**src/rtl/if_arb_pkg.sv**
```systemverilog
// Shared types and helpers for the request-array arbiter.
// State encoding and index-width sizing used across the arbiter files.
package if_arb_pkg;

    typedef enum logic {
        IDLE = 1'b0,
        OWN  = 1'b1
    } arb_state_t;

    function automatic int idx_w(input int n);
        return (n > 1) ? $clog2(n) : 1;
    endfunction

endpackage

```
**src/rtl/if_array_arbiter_rr_pick.sv**
```systemverilog
// Round-robin pick: first set request at or above ptr, wrapping.
// Purely combinational; any flags a non-empty request vector.
module rr_pick
    import if_arb_pkg::*;
#(
    parameter int N  = 4,
    parameter int IW = idx_w(N)
) (
    input  logic [N-1:0]  req,
    input  logic [IW-1:0] ptr,
    output logic [IW-1:0] idx,
    output logic          any
);

    logic [IW-1:0] cand;

    // Walk offsets high to low so the smallest offset from ptr wins.
    always_comb begin
        idx  = '0;
        cand = '0;
        any  = |req;
        for (int k = N - 1; k >= 0; k--) begin
            cand = IW'((int'(ptr) + k) % N);
            if (req[cand]) begin
                idx = cand;
            end
        end
    end

endmodule

```
**src/rtl/if_array_arbiter.sv**
```systemverilog
// Burst-capped round-robin arbiter from N requesters to one
// registered output beat with valid/ready backpressure.
module if_array_arbiter
    import if_arb_pkg::*;
#(
    parameter int N     = 4,
    parameter int W     = 8,
    parameter int BURST = 4
) (
    input  logic                 clk,
    input  logic                 rst_n,
    input  logic [N-1:0]         req_valid,
    input  logic [N*W-1:0]       req_data,
    input  logic [N-1:0]         req_last,
    output logic [N-1:0]         req_ready,
    output logic                 out_valid,
    output logic [W-1:0]         out_data,
    output logic [$clog2(N)-1:0] out_src,
    input  logic                 out_ready,
    output logic                 busy
);

    localparam int IW = idx_w(N);
    localparam int CW = idx_w(BURST);

    arb_state_t    state;
    logic [IW-1:0] g;
    logic [IW-1:0] ptr;
    logic [IW-1:0] pick;
    logic          any;
    logic [CW-1:0] cnt;

    logic [W-1:0]  sel_data;
    logic          sel_valid;
    logic          sel_last;
    logic          room;
    logic          xfer;
    logic          grant_end;

    rr_pick #(
        .N  (N),
        .IW (IW)
    ) u_rr_pick (
        .req (req_valid),
        .ptr (ptr),
        .idx (pick),
        .any (any)
    );

    always_comb begin
        sel_data  = '0;
        sel_valid = 1'b0;
        sel_last  = 1'b0;
        for (int i = 0; i < N; i++) begin
            if (g == IW'(i)) begin
                sel_data  = req_data[i*W +: W];
                sel_valid = req_valid[i];
                sel_last  = req_last[i];
            end
        end
    end

    // Output register can take a beat when empty or draining this cycle.
    assign room      = !out_valid || out_ready;
    assign xfer      = (state == OWN) && sel_valid && room;
    assign grant_end = sel_last || (cnt == CW'(BURST - 1));
    assign busy      = (state == OWN);

    always_comb begin
        req_ready = '0;
        if (state == OWN) begin
            req_ready[g] = room;
        end
    end

    always_ff @(posedge clk or negedge rst_n) begin
        if (!rst_n) begin
            state <= IDLE;
            g     <= '0;
            ptr   <= '0;
            cnt   <= '0;
        end else begin
            unique case (state)
                IDLE: begin
                    cnt <= '0;
                    if (any) begin
                        g     <= pick;
                        state <= OWN;
                    end
                end
                OWN: begin
                    if (xfer) begin
                        if (grant_end) begin
                            state <= IDLE;
                            ptr   <= (g == IW'(N - 1)) ? '0 : g + 1'b1;
                        end else begin
                            cnt <= cnt + 1'b1;
                        end
                    end
                end
            endcase
        end
    end

    always_ff @(posedge clk or negedge rst_n) begin
        if (!rst_n) begin
            out_valid <= 1'b0;
            out_data  <= '0;
            out_src   <= '0;
        end else if (xfer) begin
            out_valid <= 1'b1;
            out_data  <= sel_data;
            out_src   <= g;
        end else if (out_ready) begin
            out_valid <= 1'b0;
        end
    end

endmodule

```
**config.mk**
```make
export PLATFORM = sky130hd
export DESIGN_NAME = if_array_arbiter
export DESIGN_NICKNAME = d
export VERILOG_FILES = /design/src/rtl/if_arb_pkg.sv /design/src/rtl/if_array_arbiter_rr_pick.sv /design/src/rtl/if_array_arbiter.sv
export SDC_FILE = /design/constraint.sdc
export NUM_CORES = 1
export LEC_CHECK = 0
export CAP_MARGIN = 40
export CORE_ASPECT_RATIO = 1.5
export CORE_UTILIZATION = 37
export DETAILED_ROUTE_END_ITERATION = 12
export GPL_ROUTABILITY_DRIVEN = 0
export PLACE_DENSITY = 0.84
export RECOVER_POWER = 100
export SLEW_MARGIN = 20
export SYNTH_ARGS = -nofsm -noshare
export SYNTH_HDL_FRONTEND = slang
export SYNTH_SLANG_ARGS = --single-unit
export TNS_END_PERCENT = 50
```
**constraint.sdc**
```tcl
create_clock -name clk -period 2.2 [get_ports clk]
set_clock_uncertainty 0.15 [all_clocks]
set_input_delay 0.33 -clock clk [delete_from_list [all_inputs] [get_ports clk]]
set_output_delay 0.33 -clock clk [all_outputs]
set_load 0.01 [all_outputs]
```
==> impl_metrics.yaml, run 1 <==
floorplanning:
  core_area_um2: 3190
  die_x_um: 49.5
  io-pin-count: 59
  floorplan.initialDensity_pct: 39.3
  die-area_um2: 3630
  row_count: 25
  fp.dieH_um: 73.3
critical_path:
  setup.worst_path.start_class: "flip-flop"
  regToRegEndpoint: "ptr[1]"
  r2r_cells: 7
  r2r-start: "g[0]"
  reg2reg_setup_slack_ns: 0.11
  worst-path-max-fanout: 8
  crit_type: "flip-flop to flip-flop"
  worstSetupEndpointType: "flip-flop"
  worst-endpoint-arrival_ns: 2.07
  critPathRequiredTime_ns: 2.19
sta:
  max_slew.worst_pin.slew_ns: 0.935
  finalHoldViolations: 0
  timing_max_transition_violations_final: 0
  setup_viol: 0
  min_period_ns: 2.09
  period_share_pct: 94.8
  achievable-frequency_mhz: 479
  slew-limit-headroom_pct: 37.7
  rsz0062_at_grt: "no"
yosys:
  yosys_most_used_dff: "sky130_fd_sc_hd__dfrtp_1"
  yosys_register_bits: 18
  yosys_warnings: 0
  post-synth-top-area-cell: "sky130_fd_sc_hd__dfrtp_1"
  avgSynthCellArea_um2: 8.65
  synth_top_area_share_pct: 35.9
  synth.cells.most_frequent: "25 x sky130_fd_sc_hd__a21oi_1, 18 x sky130_fd_sc_hd__dfrtp_1, 14 x sky130_fd_sc_hd__inv_1, 12 x sky130_fd_sc_hd__o21ai_0, 11 x sky130_fd_sc_hd__nand2_1"
  ys_seq_area_share_pct: 35.9
  asyncSetResetFlopFracSynth_pct: 100
  yosysMostFrequentCell: "sky130_fd_sc_hd__a21oi_1"
  synth_nets: 193
  netlist-cell-type-count: 32
  synth_edf_count: 0
  synth_top_cells_by_area: "sky130_fd_sc_hd__dfrtp_1 36%, sky130_fd_sc_hd__a21oi_1 10%, sky130_fd_sc_hd__a22oi_1 6.0%"
  post_synth_inst_count: 145
  syn_area_um2: 1250
run_status:
  outcome: "complete, no violations"
clock_network:
  cts_hold_repair.buffers: 0
  clock_tree_from_tritoncts: "done"
  cts_buffers: 3
  clock_tree.buffer_depth: 2
  clk_pin_slew_ns: 0.07
  cts_htree_levels: 1
  clock_latency_on_the_worst_skew_pair_ns: 0.25
  clk_root_buffer_cell: "sky130_fd_sc_hd__clkbuf_8"
  numClockSinks: 18
route:
  drc: 0
  routed_length_per_placed_instance_um: 13.9
  drt_iter0_drc: 22
  routed-via-count: 1310
  detail_route.wirelength_um: 3560
  remaining_antenna_violation_count_after_routing: 0
  drt_first_pass_iters: 4
  vias_per_cell: 5.12
finish:
  layoutNonFillerInstCount: 256
  area.sequential_um2: 452
  layout-drive-gt1-share_pct: 15.3
  flow.area_growth_from_synthesis_pct: 65.5
  layout.nets: 265
  filler_cell_count: 275
  diodes: 0
  design_area_um2: 2070
  multi_input_comb_area_um2: 754
global_route:
  globalRouteTotalUtil_pct: 20.1
  first_global_vias: 1234
  grt_max_degree: 19
  overflow: 0
  grt_pass1_wl_um: 5550
  antenna_found_initial: 0
hold_path:
  min_from: "out_src[1]"
  whs_path_depth: 1
  timing.hold.worst_endpoint: "out_src[1]"
  worstHoldPathType: "flip-flop to flip-flop"
place:
  placement.cell_area_um2: 1940
  port_buffers: 58
  dpl.hpwl_um: 2620
  place_inst: 247
job:
  cap_violations: 0
power_and_ir_drop:
  leakage_nw: 0.936
  power_per_standard_cell_area_nw_per_um2: 1310
  ir_drop_mv: 0.769
[critical path, stage by stage (launching register included)]
cell	delay [ns]
sky130_fd_sc_hd__dfrtp_2	0.45
sky130_fd_sc_hd__clkbuf_1	0.17
sky130_fd_sc_hd__ha_4	0.21
sky130_fd_sc_hd__o311ai_1	0.35
sky130_fd_sc_hd__nor3b_2	0.09
sky130_fd_sc_hd__buf_4	0.18
sky130_fd_sc_hd__nand2_1	0.08
sky130_fd_sc_hd__mux2_4	0.29
[per-layer routing]
layer	part of all wire, %	track usage (%)	vias up
li1	-	-	655
met3	4.9	3.11	7
met5	0	0	-
met4	2.2	9.52	0
met1	42	23.5	601
met2	51	35.4	47
[state kept, by name, indices dropped and copies added (netlist names)]
| register | flops |
|---|---|
| g | 2 |
| out_valid | 1 |
| ptr | 2 |
| out_src | 2 |
| busy | 1 |
| cnt | 2 |
| out_data | 8 |
[power breakdown]
part	total, W	switching [W]	internal [W]
clock network	0.000259	0.000101	0.000159
registers	0.000625	0.000123	0.000502
logic	0.00183	0.000904	0.000928
[per-stage QoR]
stage                     TNS, ns  setup slack [ns]  utilization [%]  hold slack (ns)  power (W)
after floorplan                 0             0.182                -           -0.116    0.00171
after global placement          0            0.0835             60.7            0.327    0.00231
after detailed placement        0            0.0109             60.7            0.332    0.00236
after CTS                 -0.0738           -0.0738             64.5            0.257    0.00273
after global routing            0            0.0160             65.0            0.353    0.00295
final                           0             0.114             65.0            0.338    0.00272
[timing repair]
| action | 4_1_cts | 5_1_grt |
|---|---|---|
| setup endpoints to repair | 4 | 16 |
| resized for setup | 9 | 6 |
| setup buffers | 5 | 0 |
| pin swaps | 0 | 0 |
[how the worst max path moves through the flow]
stage | startpoint | to | slack [ns] | cells after the start
floorplan | g[0] | ptr[1] | 0.18 | 8
global placement | out_ready | req_ready[2] | 0.08 | 4
detailed placement | g[1] | ptr[1] | 0.01 | 8
CTS | g[1] | req_ready[1] | -0.07 | 5
global route | g[0] | ptr[1] | 0.02 | 8
finish | g[0] | ptr[1] | 0.11 | 7
[layout make-up]
cell class | instances | area share, %
inverters | 14 | 2.53
clock buffers | 4 | 2.65
flip-flops and latches | 18 | 21.8
repair buffers | 76 | 34.3
well taps | 40 | 2.41
multi-input cells | 104 | 36.4
[cells by family after synthesis]
family,Yosys count,share of synthesized area [%]
AND/OR/NAND/NOR,36,16.0
AO/OA/AOI/OAI,55,28.2
multiplexers,8,6.99
flip-flops,18,35.9
buffers and inverters,23,7.88
adder cells (fa/ha/maj),5,4.99
[layout by cell type (no fill, tap or decap)]
cell,count
sky130_fd_sc_hd__inv_2,2
sky130_fd_sc_hd__mux2_4,1
sky130_fd_sc_hd__o211ai_1,1
sky130_fd_sc_hd__o31ai_1,1
sky130_fd_sc_hd__buf_4,14
sky130_fd_sc_hd__a2111oi_4,1
sky130_fd_sc_hd__nor3b_1,1
sky130_fd_sc_hd__clkdlybuf4s50_1,40
sky130_fd_sc_hd__dlygate4sd2_1,2
sky130_fd_sc_hd__o311ai_1,1
sky130_fd_sc_hd__nand2b_1,3
sky130_fd_sc_hd__and3b_1,1
sky130_fd_sc_hd__nand3b_4,1
sky130_fd_sc_hd__nor4_1,1
sky130_fd_sc_hd__nor4b_1,1
sky130_fd_sc_hd__clkbuf_1,3
sky130_fd_sc_hd__ha_1,2
sky130_fd_sc_hd__a211o_2,1
sky130_fd_sc_hd__mux2_1,2
sky130_fd_sc_hd__dfrtp_2,1
sky130_fd_sc_hd__nand2_1,11
sky130_fd_sc_hd__inv_1,12
sky130_fd_sc_hd__nor2_1,10
sky130_fd_sc_hd__ha_4,3
sky130_fd_sc_hd__mux2i_1,5
sky130_fd_sc_hd__a221o_1,1
sky130_fd_sc_hd__a22oi_1,10
sky130_fd_sc_hd__buf_6,1
sky130_fd_sc_hd__nor2b_2,1
sky130_fd_sc_hd__a221oi_4,1
sky130_fd_sc_hd__nor3_1,1
sky130_fd_sc_hd__dfrtp_1,17
sky130_fd_sc_hd__a21oi_1,25
sky130_fd_sc_hd__nor3b_2,1
sky130_fd_sc_hd__and3_1,4
sky130_fd_sc_hd__dlymetal6s2s_1,2
sky130_fd_sc_hd__o21ai_0,12
sky130_fd_sc_hd__a21oi_2,1
sky130_fd_sc_hd__clkbuf_8,4
sky130_fd_sc_hd__dlygate4sd3_1,14
No activity file was read; power rests on OpenSTA's default activity.
==> run 2: changes to the inputs <==
Settings changed: CORE_MARGIN from default to 5.
==> run 2 against run 1 <==
Utilization shrank 4.2 points. Register-to-register slack lost 0.02 ns. Sequential cell count is the same.
==> impl_metrics.yaml, run 2 (same netlist as run 1, synthesis figures left out) <==
critical_path:
  critical_path.slowest_cell: "sky130_fd_sc_hd__clkdlybuf4s50_1"
  reg2reg_setup_slack_ns: 0.09
  r2r_cells: 8
  setup.worst_path.start_class: "flip-flop"
  worst-endpoint-arrival_ns: 1.69
  max_stage_delay_ns: 0.53
  r2r-start: "g[1]"
  regToRegEndpoint: "ptr[1]"
  worstSetupEndpointType: "output port"
  crit_type: "flip-flop to output port"
  critPathRequiredTime_ns: 1.72
  crit_path_cell_trace: "ha_2 -> and3_1 -> clkdlybuf4s50_1"
  worst_setup_path_startpoint: "g[1]"
  worst-path-max-fanout: 8
clock_network:
  clk_pin_slew_ns: 0.07
  clock_tree_from_tritoncts: "done"
  cts_htree_levels: 1
  clk_root_buffer_cell: "sky130_fd_sc_hd__clkbuf_8"
  cts_buffers: 3
  clock_latency_on_the_worst_skew_pair_ns: 0.26
  clock_tree.buffer_depth: 2
  numClockSinks: 18
place:
  dpl.hpwl_um: 2940
  place_inst: 247
  dp_worst_setup_slack_ns: 0.0457
  port_buffers: 58
finish:
  layout_commonest_cell: "sky130_fd_sc_hd__clkdlybuf4s50_1"
  filler_cell_count: 276
  largest-register: "out_data"
  flow.area_growth_from_synthesis_pct: 62.5
  layoutNonFillerInstCount: 254
  layout_common_cells: "42 x sky130_fd_sc_hd__clkdlybuf4s50_1, 25 x sky130_fd_sc_hd__a21oi_1, 18 x sky130_fd_sc_hd__dfrtp_1"
  largest_register_ff_count: 8
  layout-drive-gt1-share_pct: 14.6
  layout.nets: 261
  diodes: 0
sta:
  final.setup.tns_ns: 0
  setup_viol: 0
  max_slew.worst_pin.slew_ns: 0.998
  finalHoldViolations: 0
  worst_slack_ns: 0.0306
  rsz0062_at_grt: "yes"
  timing_max_transition_violations_final: 0
  period_share_pct: 98.6
  achievable-frequency_mhz: 461
  whs_ns: 0.350
  min_period_ns: 2.17
  slew-limit-headroom_pct: 33.5
floorplanning:
  core_area_um2: 3350
  row_count: 26
  floorplan.initialDensity_pct: 37.4
  die_x_um: 57.5
  io-pin-count: 59
  die-area_um2: 4680
  fp.dieH_um: 81.3
run_status:
  outcome: "complete, no violations"
route:
  routed_length_per_placed_instance_um: 15.2
  detail_route.wirelength_um: 3870
  remaining_antenna_violation_count_after_routing: 0
  routed-via-count: 1309
  drt_first_pass_iters: 4
  drc: 0
  vias_per_cell: 5.15
  drt_iter0_drc: 46
global_route:
  globalRouteTotalUtil_pct: 17.0
  grt_use_met1_pct: 18.7
  grt_max_degree: 19
  use_met2_pct: 29.8
  grt_pass1_wl_um: 6020
  grt_busiest_layer: "met2"
  antenna_found_initial: 0
  grt_use_met3_pct: 2.70
  first_global_vias: 1275
  overflow: 0
power_and_ir_drop:
  ir_drop_mv: 0.691
  power_per_standard_cell_area_nw_per_um2: 1320
  total_power_of_the_final_layout_w: 0.00270
  leakage_nw: 0.902
hold_path:
  min_from: "cnt[0]"
  worstHoldPathType: "flip-flop to flip-flop"
  timing.hold.worst_endpoint: "cnt[0]"
  whs_path_depth: 1
job:
  cap_violations: 0
==> run 2: changes by cell type in the layout (fill, tap and decap cells not counted), sizes merged <==
cell / change
buf: -4
dlygate4sd3: -1
dlymetal6s2s: -1
clkdlybuf4s50: +2
==> run 2: worst max path at each step <==
stage | depth (start not counted) | end | slack [ns]
2_1_floorplan | 8 | ptr[1] | 0.18
3_3_place_gp | 4 | req_ready[1] | 0.05
3_5_place_dp | 4 | req_ready[1] | 0.05
4_1_cts | 4 | req_ready[1] | 0.03
5_1_grt | 3 | req_ready[3] | -0.06
6_report | 3 | req_ready[3] | 0.03
==> run 2: stage by stage <==
stage	instance area, um^2	utilization [%]
floorplan	1250	-
global placement	1940	57.8
detailed placement	1940	57.8
CTS	2030	60.7
global route	2040	60.8
finish	2040	60.8
==> run 2: critical path, delay by kind of cell, from the launching register on <==
kind	cells	cell delay, ns
flops	1	0.41
fa+ha+maj	1	0.31
buf+inv	1	0.53
simple gates	1	0.18
==> run 2: per-layer routing <==
| metal | vias up | wire length (um) |
|---|---|---|
| met3 | 10 | 212 |
| met5 | - | 0 |
| met4 | 0 | 138 |
| met2 | 39 | 2000 |
| met1 | 605 | 1530 |
| li1 | 655 | - |
==> run 2: cell type report <==
class | count | area, um^2 | share of cell area (%)
Multi-Input combinational cell | 104 | 747 | 36.7
Timing Repair Buffer | 72 | 679 | 33.4
Sequential cell | 18 | 450 | 22.1
Clock buffer | 4 | 55.1 | 2.70
Inverter | 14 | 52.6 | 2.58
Tap cell | 42 | 52.6 | 2.58
==> run 2: power by group <==
part           internal, W  switching, W  leakage, nW
Sequential        0.000500      0.000119        0.208
Combinational     0.000901      0.000902        0.665
Clock             0.000159      0.000115       0.0288
Total              0.00156       0.00114        0.902
==> run 2: what timing repair did <==
item / CTS / global route
hold buffers: 0 / 0
setup endpoints to repair: 4 / 13
setup buffers: 2 / 1
gates resized for setup: 9 / 5
==> run 3: changes to the inputs <==
Settings changed: PLACE_DENSITY 0.84 to 0.76.
==> run 3 against run 2 <==
First-iteration DRC count down 41%. Sequential share of layout area about the same. Hold slack worse by 0.010 ns. Largest power group unchanged. Final cell count up 0.39%. Critical endpoint is now ptr[0]. Die area unchanged. Sequential power up 0.6%. Global-route usage up 0.32 points. Critical path type is now flip-flop to flip-flop. Wire length up 5.1%. Largest cell class unchanged. Highest routed layer unchanged.
==> impl_metrics.yaml, run 3 (same netlist as run 1, synthesis figures left out) <==
job:
  cap_violations: 0
floorplanning:
  die-area_um2: 4680
  io-pin-count: 59
  core_area_um2: 3350
  floorplan.initialDensity_pct: 37.4
  die_x_um: 57.5
  fp.dieH_um: 81.3
  row_count: 26
clock_network:
  numClockSinks: 18
  cts_htree_levels: 1
  clock_tree_from_tritoncts: "done"
  clock_latency_on_the_worst_skew_pair_ns: 0.25
  clock_tree.buffer_depth: 2
  cts_buffers: 3
  clk_root_buffer_cell: "sky130_fd_sc_hd__clkbuf_8"
  clk_pin_slew_ns: 0.07
place:
  port_buffers: 58
  dpl.hpwl_um: 3240
  placement.cell_area_um2: 1920
  dp_worst_setup_slack_ns: -0.00444
finish:
  fin_util_pct: 60.9
  design_area_um2: 2040
  layout-drive-gt1-share_pct: 14.6
  layout_common_cells: "41 x sky130_fd_sc_hd__clkdlybuf4s50_1, 25 x sky130_fd_sc_hd__a21oi_1, 17 x sky130_fd_sc_hd__dfrtp_1"
  diodes: 0
  layout_commonest_cell: "sky130_fd_sc_hd__clkdlybuf4s50_1"
  largest-register: "out_data"
  flow.area_growth_from_synthesis_pct: 62.8
  layout.nets: 263
  largest_register_ff_count: 8
global_route:
  overflow: 0
  first_global_vias: 1341
  globalRouteTotalUtil_pct: 17.3
  grt_max_degree: 21
  antenna_found_initial: 0
  grt_pass1_wl_um: 6360
route:
  drc: 0
  drt_first_pass_iters: 4
  vias_per_cell: 5.27
  drt_iter0_drc: 27
  routed_length_per_placed_instance_um: 16.0
  routed-via-count: 1343
  remaining_antenna_violation_count_after_routing: 0
  detail_route.wirelength_um: 4070
hold_path:
  worstHoldPathType: "flip-flop to flip-flop"
sta:
  min_period_ns: 2.14
  slew-limit-headroom_pct: 35.9
  period_share_pct: 97.1
  rsz0062_at_grt: "no"
  finalHoldViolations: 0
  whs_ns: 0.340
  timing_max_transition_violations_final: 0
  max_slew.worst_pin.slew_ns: 0.961
  setup_viol: 0
  worst_slack_ns: 0.0630
  achievable-frequency_mhz: 468
critical_path:
  critical_path.slowest_cell: "sky130_fd_sc_hd__dfrtp_1"
  crit_path_cell_trace: "buf_4 -> ha_4 -> buf_4 -> nand3b_4 -> a221oi_4 -> buf_4 -> o31ai_1 -> a221o_1"
  worst-endpoint-arrival_ns: 2.11
  delay_heaviest_family_cp: "compound AO/OA/AOI/OAI gates"
  worstPathBufferInverterCount: 3
  r2r_cells: 8
  crit_path_frequent_cell: "sky130_fd_sc_hd__buf_4"
  worstSetupEndpointType: "flip-flop"
  worst-path-stages: 8
  regToRegEndpoint: "ptr[0]"
  max_stage_delay_ns: 0.39
  reg2reg_setup_slack_ns: 0.06
  timing.critical_path.to: "ptr[0]"
  r2r-start: "g[0]"
  critPathRequiredTime_ns: 2.17
  crit_type: "flip-flop to flip-flop"
  worst-path-max-fanout: 4
  setup.worst_path.start_class: "flip-flop"
  worst_setup_path_startpoint: "g[0]"
power_and_ir_drop:
  leakage_nw: 0.892
  total_power_of_the_final_layout_w: 0.00270
  ir_drop_mv: 0.678
  power_per_standard_cell_area_nw_per_um2: 1320
run_status:
  outcome: "complete, no violations"
-- run 3: routing by layer --
layer	GRT usage [%]	share of wire [%]	wire [um]	vias to the layer above
li1	-	-	-	652
met2	33.0	56	2290	45
met4	6.73	1.5	61	0
met3	1.91	4.3	174	6
met5	0	0	0	-
met1	19.2	38	1550	640
-- run 3: per-stage QoR --
stage,TNS (ns),cells
finish,0,255
global route,0,255
CTS,0,254
detailed placement,-0.00444,247
global placement,0,247
floorplan,0,145
-- run 3: area by class of cell --
cell class,count,area (um^2)
fillers,298,1310
clock buffers,3,41.3
repair buffers,74,693
flip-flops and latches,18,452
multi-input cells,104,749
inverters,14,52.6
well taps,42,52.6
-- run 3: what timing repair did --
action	CTS	global route
hold buffers	0	0
endpoints found under the setup margin	4	12
pin swaps	0	1
cloned	0	0
buffers inserted	4	1
gates resized for setup	7	8
-- run 3: power breakdown --
part | total, W | switching [W] | internal [W]
registers | 0.000623 | 0.000122 | 0.000502
clock network | 0.000220 | 0.0000993 | 0.000121
logic | 0.00186 | 0.000930 | 0.000927
-- run 3: how the worst min path moves through the flow --
stage | from | end | slack [ns] | cells after the start
global route | cnt[0] | cnt[0] | 0.36 | 1
detailed placement | cnt[0] | cnt[0] | 0.33 | 1
CTS | rst_n | g[0] | 0.26 | 2
global placement | cnt[0] | cnt[0] | 0.32 | 1
finish | cnt[0] | cnt[0] | 0.34 | 1
floorplan | rst_n | busy | -0.12 | 0
